==> src/rtl/deconv_frame_sequencer.sv <==
// Frame-level sequencer for one deconvolution layer: reads one frame from a
// synchronous-read frame buffer, tags each pixel with line/frame framing, and
// holds off completion until the layer reports its own end of frame.
module deconv_frame_sequencer #(
  parameter int DATA_WIDTH  = 8,
  parameter int STRING_LEN  = 224,
  parameter int STRING_NUM  = 224,
  parameter int HOLD_DATA   = 16,
  parameter int MEM_LATENCY = 2,
  localparam int ADDR_WIDTH = $clog2(STRING_LEN*STRING_NUM)
) (
  input  logic                  clk,
  input  logic                  reset,
  input  logic                  start_i,
  input  logic                  layer_eof_i,
  output logic                  mem_rd_o,
  output logic [ADDR_WIDTH-1:0] mem_addr_o,
  input  logic [DATA_WIDTH-1:0] mem_data_i,
  output logic [DATA_WIDTH-1:0] data_o,
  output logic                  data_valid_o,
  output logic                  sop_o,
  output logic                  eop_o,
  output logic                  sof_o,
  output logic                  eof_o,
  output logic                  busy_o,
  output logic                  done_o,
  output logic [15:0]           frame_cnt_o
);

  localparam int CW = (STRING_LEN > 1) ? $clog2(STRING_LEN) : 1;
  localparam int RW = (STRING_NUM > 1) ? $clog2(STRING_NUM) : 1;
  localparam int HW = (HOLD_DATA  > 1) ? $clog2(HOLD_DATA)  : 1;

  typedef enum logic [1:0] {
    S_IDLE   = 2'd0,
    S_STREAM = 2'd1,
    S_DRAIN  = 2'd2,
    S_DONE   = 2'd3
  } state_t;

  state_t                r_state;
  logic [HW-1:0]         r_hold;
  logic [CW-1:0]         r_col;
  logic [RW-1:0]         r_row;
  logic [ADDR_WIDTH-1:0] r_addr;
  logic                  r_rd;
  logic                  r_busy;
  logic                  r_done;
  logic [15:0]           r_frame_cnt;

  // Tag bits: {strobe, sop, eop, sof, eof}
  logic [4:0]            r_tag_p0 [MEM_LATENCY];

  logic [DATA_WIDTH-1:0] r_data_p1;
  logic                  r_vld_p1;
  logic                  r_sop_p1;
  logic                  r_eop_p1;
  logic                  r_sof_p1;
  logic                  r_eof_p1;

  logic                  w_col_last;
  logic                  w_last;
  logic [HW-1:0]         w_hold_nxt;
  logic [4:0]            w_tag;

  // col/row/addr always describe the read being issued while r_rd is high
  assign w_col_last = (r_col == CW'(STRING_LEN-1));
  assign w_last     = w_col_last && (r_row == RW'(STRING_NUM-1));
  assign w_hold_nxt = (r_hold == HW'(HOLD_DATA-1)) ? '0 : r_hold + 1'b1;
  assign w_tag      = {r_rd, (r_col == '0), w_col_last,
                       (r_col == '0) && (r_row == '0), w_last};

  // Frame FSM: read issue timing, address walk, handshake and frame count
  always_ff @(posedge clk or posedge reset) begin
    if (reset) begin
      r_state     <= S_IDLE;
      r_hold      <= '0;
      r_col       <= '0;
      r_row       <= '0;
      r_addr      <= '0;
      r_rd        <= 1'b0;
      r_busy      <= 1'b0;
      r_done      <= 1'b0;
      r_frame_cnt <= '0;
    end else begin
      r_done <= 1'b0;
      case (r_state)
        S_IDLE: begin
          if (start_i) begin
            r_state <= S_STREAM;
            r_busy  <= 1'b1;
            r_hold  <= '0;
            r_col   <= '0;
            r_row   <= '0;
            r_addr  <= '0;
            r_rd    <= 1'b1;
          end
        end
        S_STREAM: begin
          r_hold <= w_hold_nxt;
          if (r_rd && w_last) begin
            r_state <= S_DRAIN;
            r_rd    <= 1'b0;
          end else begin
            r_rd <= (w_hold_nxt == '0);
            if (r_rd) begin
              r_addr <= r_addr + 1'b1;
              if (w_col_last) begin
                r_col <= '0;
                r_row <= r_row + 1'b1;
              end else begin
                r_col <= r_col + 1'b1;
              end
            end
          end
        end
        S_DRAIN: begin
          if (layer_eof_i) begin
            r_state     <= S_DONE;
            r_done      <= 1'b1;
            r_frame_cnt <= r_frame_cnt + 1'b1;
          end
        end
        S_DONE: begin
          r_state <= S_IDLE;
          r_busy  <= 1'b0;
        end
        default: begin
          r_state <= S_IDLE;
          r_busy  <= 1'b0;
          r_rd    <= 1'b0;
        end
      endcase
    end
  end

  // Read-latency shift line: framing tags travel with the read strobe
  always_ff @(posedge clk or posedge reset) begin
    if (reset) begin
      for (int i = 0; i < MEM_LATENCY; i++) r_tag_p0[i] <= '0;
    end else begin
      r_tag_p0[0] <= w_tag;
      for (int i = 1; i < MEM_LATENCY; i++) r_tag_p0[i] <= r_tag_p0[i-1];
    end
  end

  // Output stage: capture memory data when the delayed strobe arrives
  always_ff @(posedge clk or posedge reset) begin
    if (reset) begin
      r_data_p1 <= '0;
      r_vld_p1  <= 1'b0;
      r_sop_p1  <= 1'b0;
      r_eop_p1  <= 1'b0;
      r_sof_p1  <= 1'b0;
      r_eof_p1  <= 1'b0;
    end else if (r_tag_p0[MEM_LATENCY-1][4]) begin
      r_data_p1 <= mem_data_i;
      r_vld_p1  <= 1'b1;
      r_sop_p1  <= r_tag_p0[MEM_LATENCY-1][3];
      r_eop_p1  <= r_tag_p0[MEM_LATENCY-1][2];
      r_sof_p1  <= r_tag_p0[MEM_LATENCY-1][1];
      r_eof_p1  <= r_tag_p0[MEM_LATENCY-1][0];
    end else begin
      r_vld_p1  <= 1'b0;
      r_sop_p1  <= 1'b0;
      r_eop_p1  <= 1'b0;
      r_sof_p1  <= 1'b0;
      r_eof_p1  <= 1'b0;
    end
  end

  assign mem_rd_o     = r_rd;
  assign mem_addr_o   = r_addr;
  assign data_o       = r_data_p1;
  assign data_valid_o = r_vld_p1;
  assign sop_o        = r_sop_p1;
  assign eop_o        = r_eop_p1;
  assign sof_o        = r_sof_p1;
  assign eof_o        = r_eof_p1;
  assign busy_o       = r_busy;
  assign done_o       = r_done;
  assign frame_cnt_o  = r_frame_cnt;

endmodule
==> config.mk <==
export PLATFORM = sky130hd
export DESIGN_NAME = deconv_frame_sequencer
export DESIGN_NICKNAME = d
export VERILOG_FILES = /design/src/rtl/deconv_frame_sequencer.sv
export SDC_FILE = /design/constraint.sdc
export NUM_CORES = 1
export LEC_CHECK = 0
export ABC_AREA = 1
export CAP_MARGIN = 0
export CORE_UTILIZATION = 55
export CTS_CLUSTER_SIZE = 8
export DETAILED_ROUTE_END_ITERATION = 12
export PLACE_DENSITY = 0.8
export SYNTH_ARGS = -nofsm -noshare
export SYNTH_HDL_FRONTEND = slang
export SYNTH_SLANG_ARGS = --single-unit
==> constraint.sdc <==
create_clock -name clk -period 3.2 [get_ports clk]
set_input_delay 0.64 -clock clk [delete_from_list [all_inputs] [get_ports clk]]
set_output_delay 0.64 -clock clk [all_outputs]
set_load 0.005 [all_outputs]
==> run_results.csv <==
group,metric,value,unit
run_status,status,"finished clean",
floorplanning,die-area,8020,um^2
logic_synthesis,async_flop_share,100,%
cells_and_area,final_cell_count_no_fill,641,
logic_synthesis,ys_seq_elements,80,
power_and_ir_drop,intPower,2.15,mW
global_routing,overflow,0,
global_routing,grt_pass1_wl,12800,um
logic_synthesis,yosysSeqAreaShare,47.5,%
clocking,ctsResizeCount,0,
timing,period_share,66.5,%
logic_synthesis,yosysWarningCount,0,
clocking,clockBufferDepth,2,
clocking,clock_sinks,80,
worst_setup_path,worst_ep_arrival_time,2370,ps
route,vias,3245,
cells_and_area,area_growth_syn_to_layout,20.7,%
route,routed_wirelength,7840,um
floorplanning,num_rows,31,
clocking,numCtsBuffers,9,
placed_design,hpwl,5660,um
logic_synthesis,synth_edf_count,0,
timing,slew_violations,0,
placed_design,dpl.cell_count,625,
logic_synthesis,synth_area,4220,um^2
timing,worst_slew_pin_slew,640,ps
timing,fin_hold_ws,356,ps
timing,setup_viol_count_final,0,
timing,max_freq,470,MHz
timing,skew,8.16,ps
clocking,cts_setup_buffers,0,
timing,grt_setup_unrepaired,"no",
cells_and_area,antenna_cells,0,
floorplanning,coreArea,7330,um^2
placed_design,portBuffers,59,
cells_and_area,multiInputGateArea,1870,um^2
logic_synthesis,syn_nets,498,
cells_and_area,nets,561,
route,routedWlPerCell,12.2,um
power_and_ir_drop,leakagePower,2.40,nW
clocking,htree_levels,3,
placed_design,pre_cts_slack,971,ps
cells_and_area,ff_latch_area,2000,um^2
power_and_ir_drop,swShare,35.3,%
floorplanning,die_h,89.6,um
timing,hold_viol,0,
power_and_ir_drop,combPwrFrac,33.1,%
floorplanning,die_w,89.6,um
route,drt-vias-per-instance,5.06,
timing,setup_tns,0,ps
route,ant_nets,0,
clocking,root_buffer,"clkbuf_8",
logic_synthesis,synth_cell_type_count,38,
route,firstDrtPassIters,4,
power_and_ir_drop,clock_power_share,25.0,%
clocking,clkLatencyLatePin,350,ps
logic_synthesis,postSynthCellCount,474,
global_routing,antenna_found_initial,0,
clocking,tritoncts,"yes",
clocking,cts_hold_buf,0,
power_and_ir_drop,ir_worst_vdd,0.372,mV
timing,fin_ws,1070,ps
global_routing,grt_pass1_vias,2903,
route,route.detailed.drc,0,
worst_setup_path,worstSetupEndpointType,"register",
worst_setup_path,crit_fanout,28,
floorplanning,io_pins,60,
timing,relSlewSlack,57.3,%
power_and_ir_drop,switchingPower,1.17,mW
cells_and_area,fillers,562,
power_and_ir_drop,seqPwrFrac,41.9,%
logic_synthesis,synth_top_flop_cell,"dfrtp_1",
global_routing,grtUsageTotal,20.9,%
global_routing,grt_max_degree,52,
worst_setup_path,crit_required,3440,ps
worst_setup_path,critPathLaunchType,"register",
cells_and_area,final_area,5090,um^2
min_path,hold_path.class,"reg -> reg",
cells_and_area,drive_above_1_share,14.8,%
flow_run,cap_violations,0,
floorplanning,initial_core_util,57.5,%
timing,min_period,2130,ps
clocking,cts.clk_slew.worst_paths,90,ps
power_and_ir_drop,powerDensity,652,nW/um^2
placed_design,place_area,4860,um^2
placed_design,gp_congestion,0.875,
worst_setup_path,path_class,"reg -> reg",
route,drt_iter0_markers,134,
logic_synthesis,avgSynthCellArea,8.90,um^2
kinds of logic (layout without fill, tap and decap cells):
group,count (synthesis),after routing,synth area share [%]
and+or+nand+nor,231,231,26.2
DFF,80,80,47.5
buffers and inverters,75,143,8.13
AOI/OAI and AO/OA,43,43,7.30
xor gates and xnor gates,25,25,5.19
adders and majority gates,12,12,3.56
muxes,8,8,2.14
cells in the final DEF, fill, tap and decap left out, drive strengths merged:
| cell | n |
|---|---|
| nor3 | 6 |
| bufinv | 2 |
| clkbuf | 9 |
| nand3 | 38 |
| clkinvlp | 1 |
| or2 | 4 |
| nand3b | 4 |
| mux2 | 8 |
| nor4 | 1 |
| buf | 2 |
| nand2 | 126 |
| xnor2 | 6 |
| nand4 | 13 |
| o21ai | 39 |
| a21oi | 2 |
| and2 | 1 |
| dfrtp | 80 |
| o22ai | 2 |
| xor2 | 19 |
| ha | 12 |
| inv | 67 |
| clkinv | 3 |
| clkdlybuf4s50 | 59 |
| nor2 | 38 |
state kept, by name (all words and copies together), names as in the netlist:
register      count
r_hold            4
r_tag_p0         10
frame_cnt_o      16
data_valid_o      1
mem_rd_o          1
busy_o            1
r_col             8
mem_addr_o       16
eof_o             1
data_o            8
sof_o             1
sop_o             1
done_o            1
eop_o             1
r_row             8
r_state           2
Yosys cell counts (6+ instances only):
| cell | instances | area, um^2 |
|---|---|---|
| dfrtp_1 | 80 | 2000 |
| ha_1 | 12 | 150 |
| inv_1 | 61 | 229 |
| mux2_2 | 8 | 90.1 |
| nand2_1 | 110 | 413 |
| nand2_2 | 13 | 81.3 |
| nand3_1 | 35 | 175 |
| nand4_1 | 13 | 81.3 |
| nor2_1 | 35 | 131 |
| nor3_1 | 6 | 30.0 |
| o21ai_0 | 14 | 70.1 |
| o21ai_2 | 20 | 175 |
| xnor2_1 | 6 | 52.6 |
| xor2_1 | 19 | 166 |
final timing paths:
check	from	slack, ps	depth (start not counted)	to
worst max-delay path	r_state[1]$_DFFE_PP0P_	1070	10	r_row[4]$_DFFE_PP0P_
worst min-delay path	r_tag_p0[6]$_DFF_PP0_	360	0	r_tag_p0[1]$_DFF_PP0_
worst max register to register	r_state[1]$_DFFE_PP0P_	1070	10	r_row[4]$_DFFE_PP0P_
worst min register to register	r_tag_p0[6]$_DFF_PP0_	360	0	r_tag_p0[1]$_DFF_PP0_
max in group asynchronous	reset	1810	3	r_tag_p0[7]$_DFF_PP0_
min in group asynchronous	reset	700	2	frame_cnt_o[12]$_DFFE_PP0P_
metrics by stage:
stage               util [%]  power, mW
floorplan                  -       2.21
CTS                     69.4       3.35
finish                  69.4       3.32
detailed placement      66.4       2.52
global placement        66.4       2.47
global route            69.4       3.55
power groups by stage:
stage	registers (mW)	clock network, mW	logic, mW
floorplan	1.37	0	0.831
global placement	1.40	0	1.07
detailed placement	1.41	0	1.11
CTS	1.39	0.841	1.11
global route	1.42	0.895	1.23
finish	1.39	0.828	1.10
critical path, stage by stage, from the launching register on:
cell     delay (ps)
dfrtp_1         420
inv_1            90
ha_1            140
buf_4           330
inv_2           130
o21ai_4         220
o21ai_1         150
a21oi_2         200
nand2_4         170
nand2_1         110
o21ai_2          50
final cells by class:
class                           count  area share, %
Clock buffer                        9           2.43
Clock inverter                      7           2.02
Inverter                           66           4.89
Multi-Input combinational cell    319           36.8
Sequential cell                    80           39.3
Tap cell                           99           2.43
Timing Repair Buffer               61           12.1
layer usage:
layer	global-route usage (%)	wire length, um	part of all wire, %
met4	8.51	133	1.7
met3	3.32	371	4.7
met2	35.0	3750	48
met1	27.0	3590	46
met5	0	0	0
Note: power is estimated with default switching activity, not from simulation.
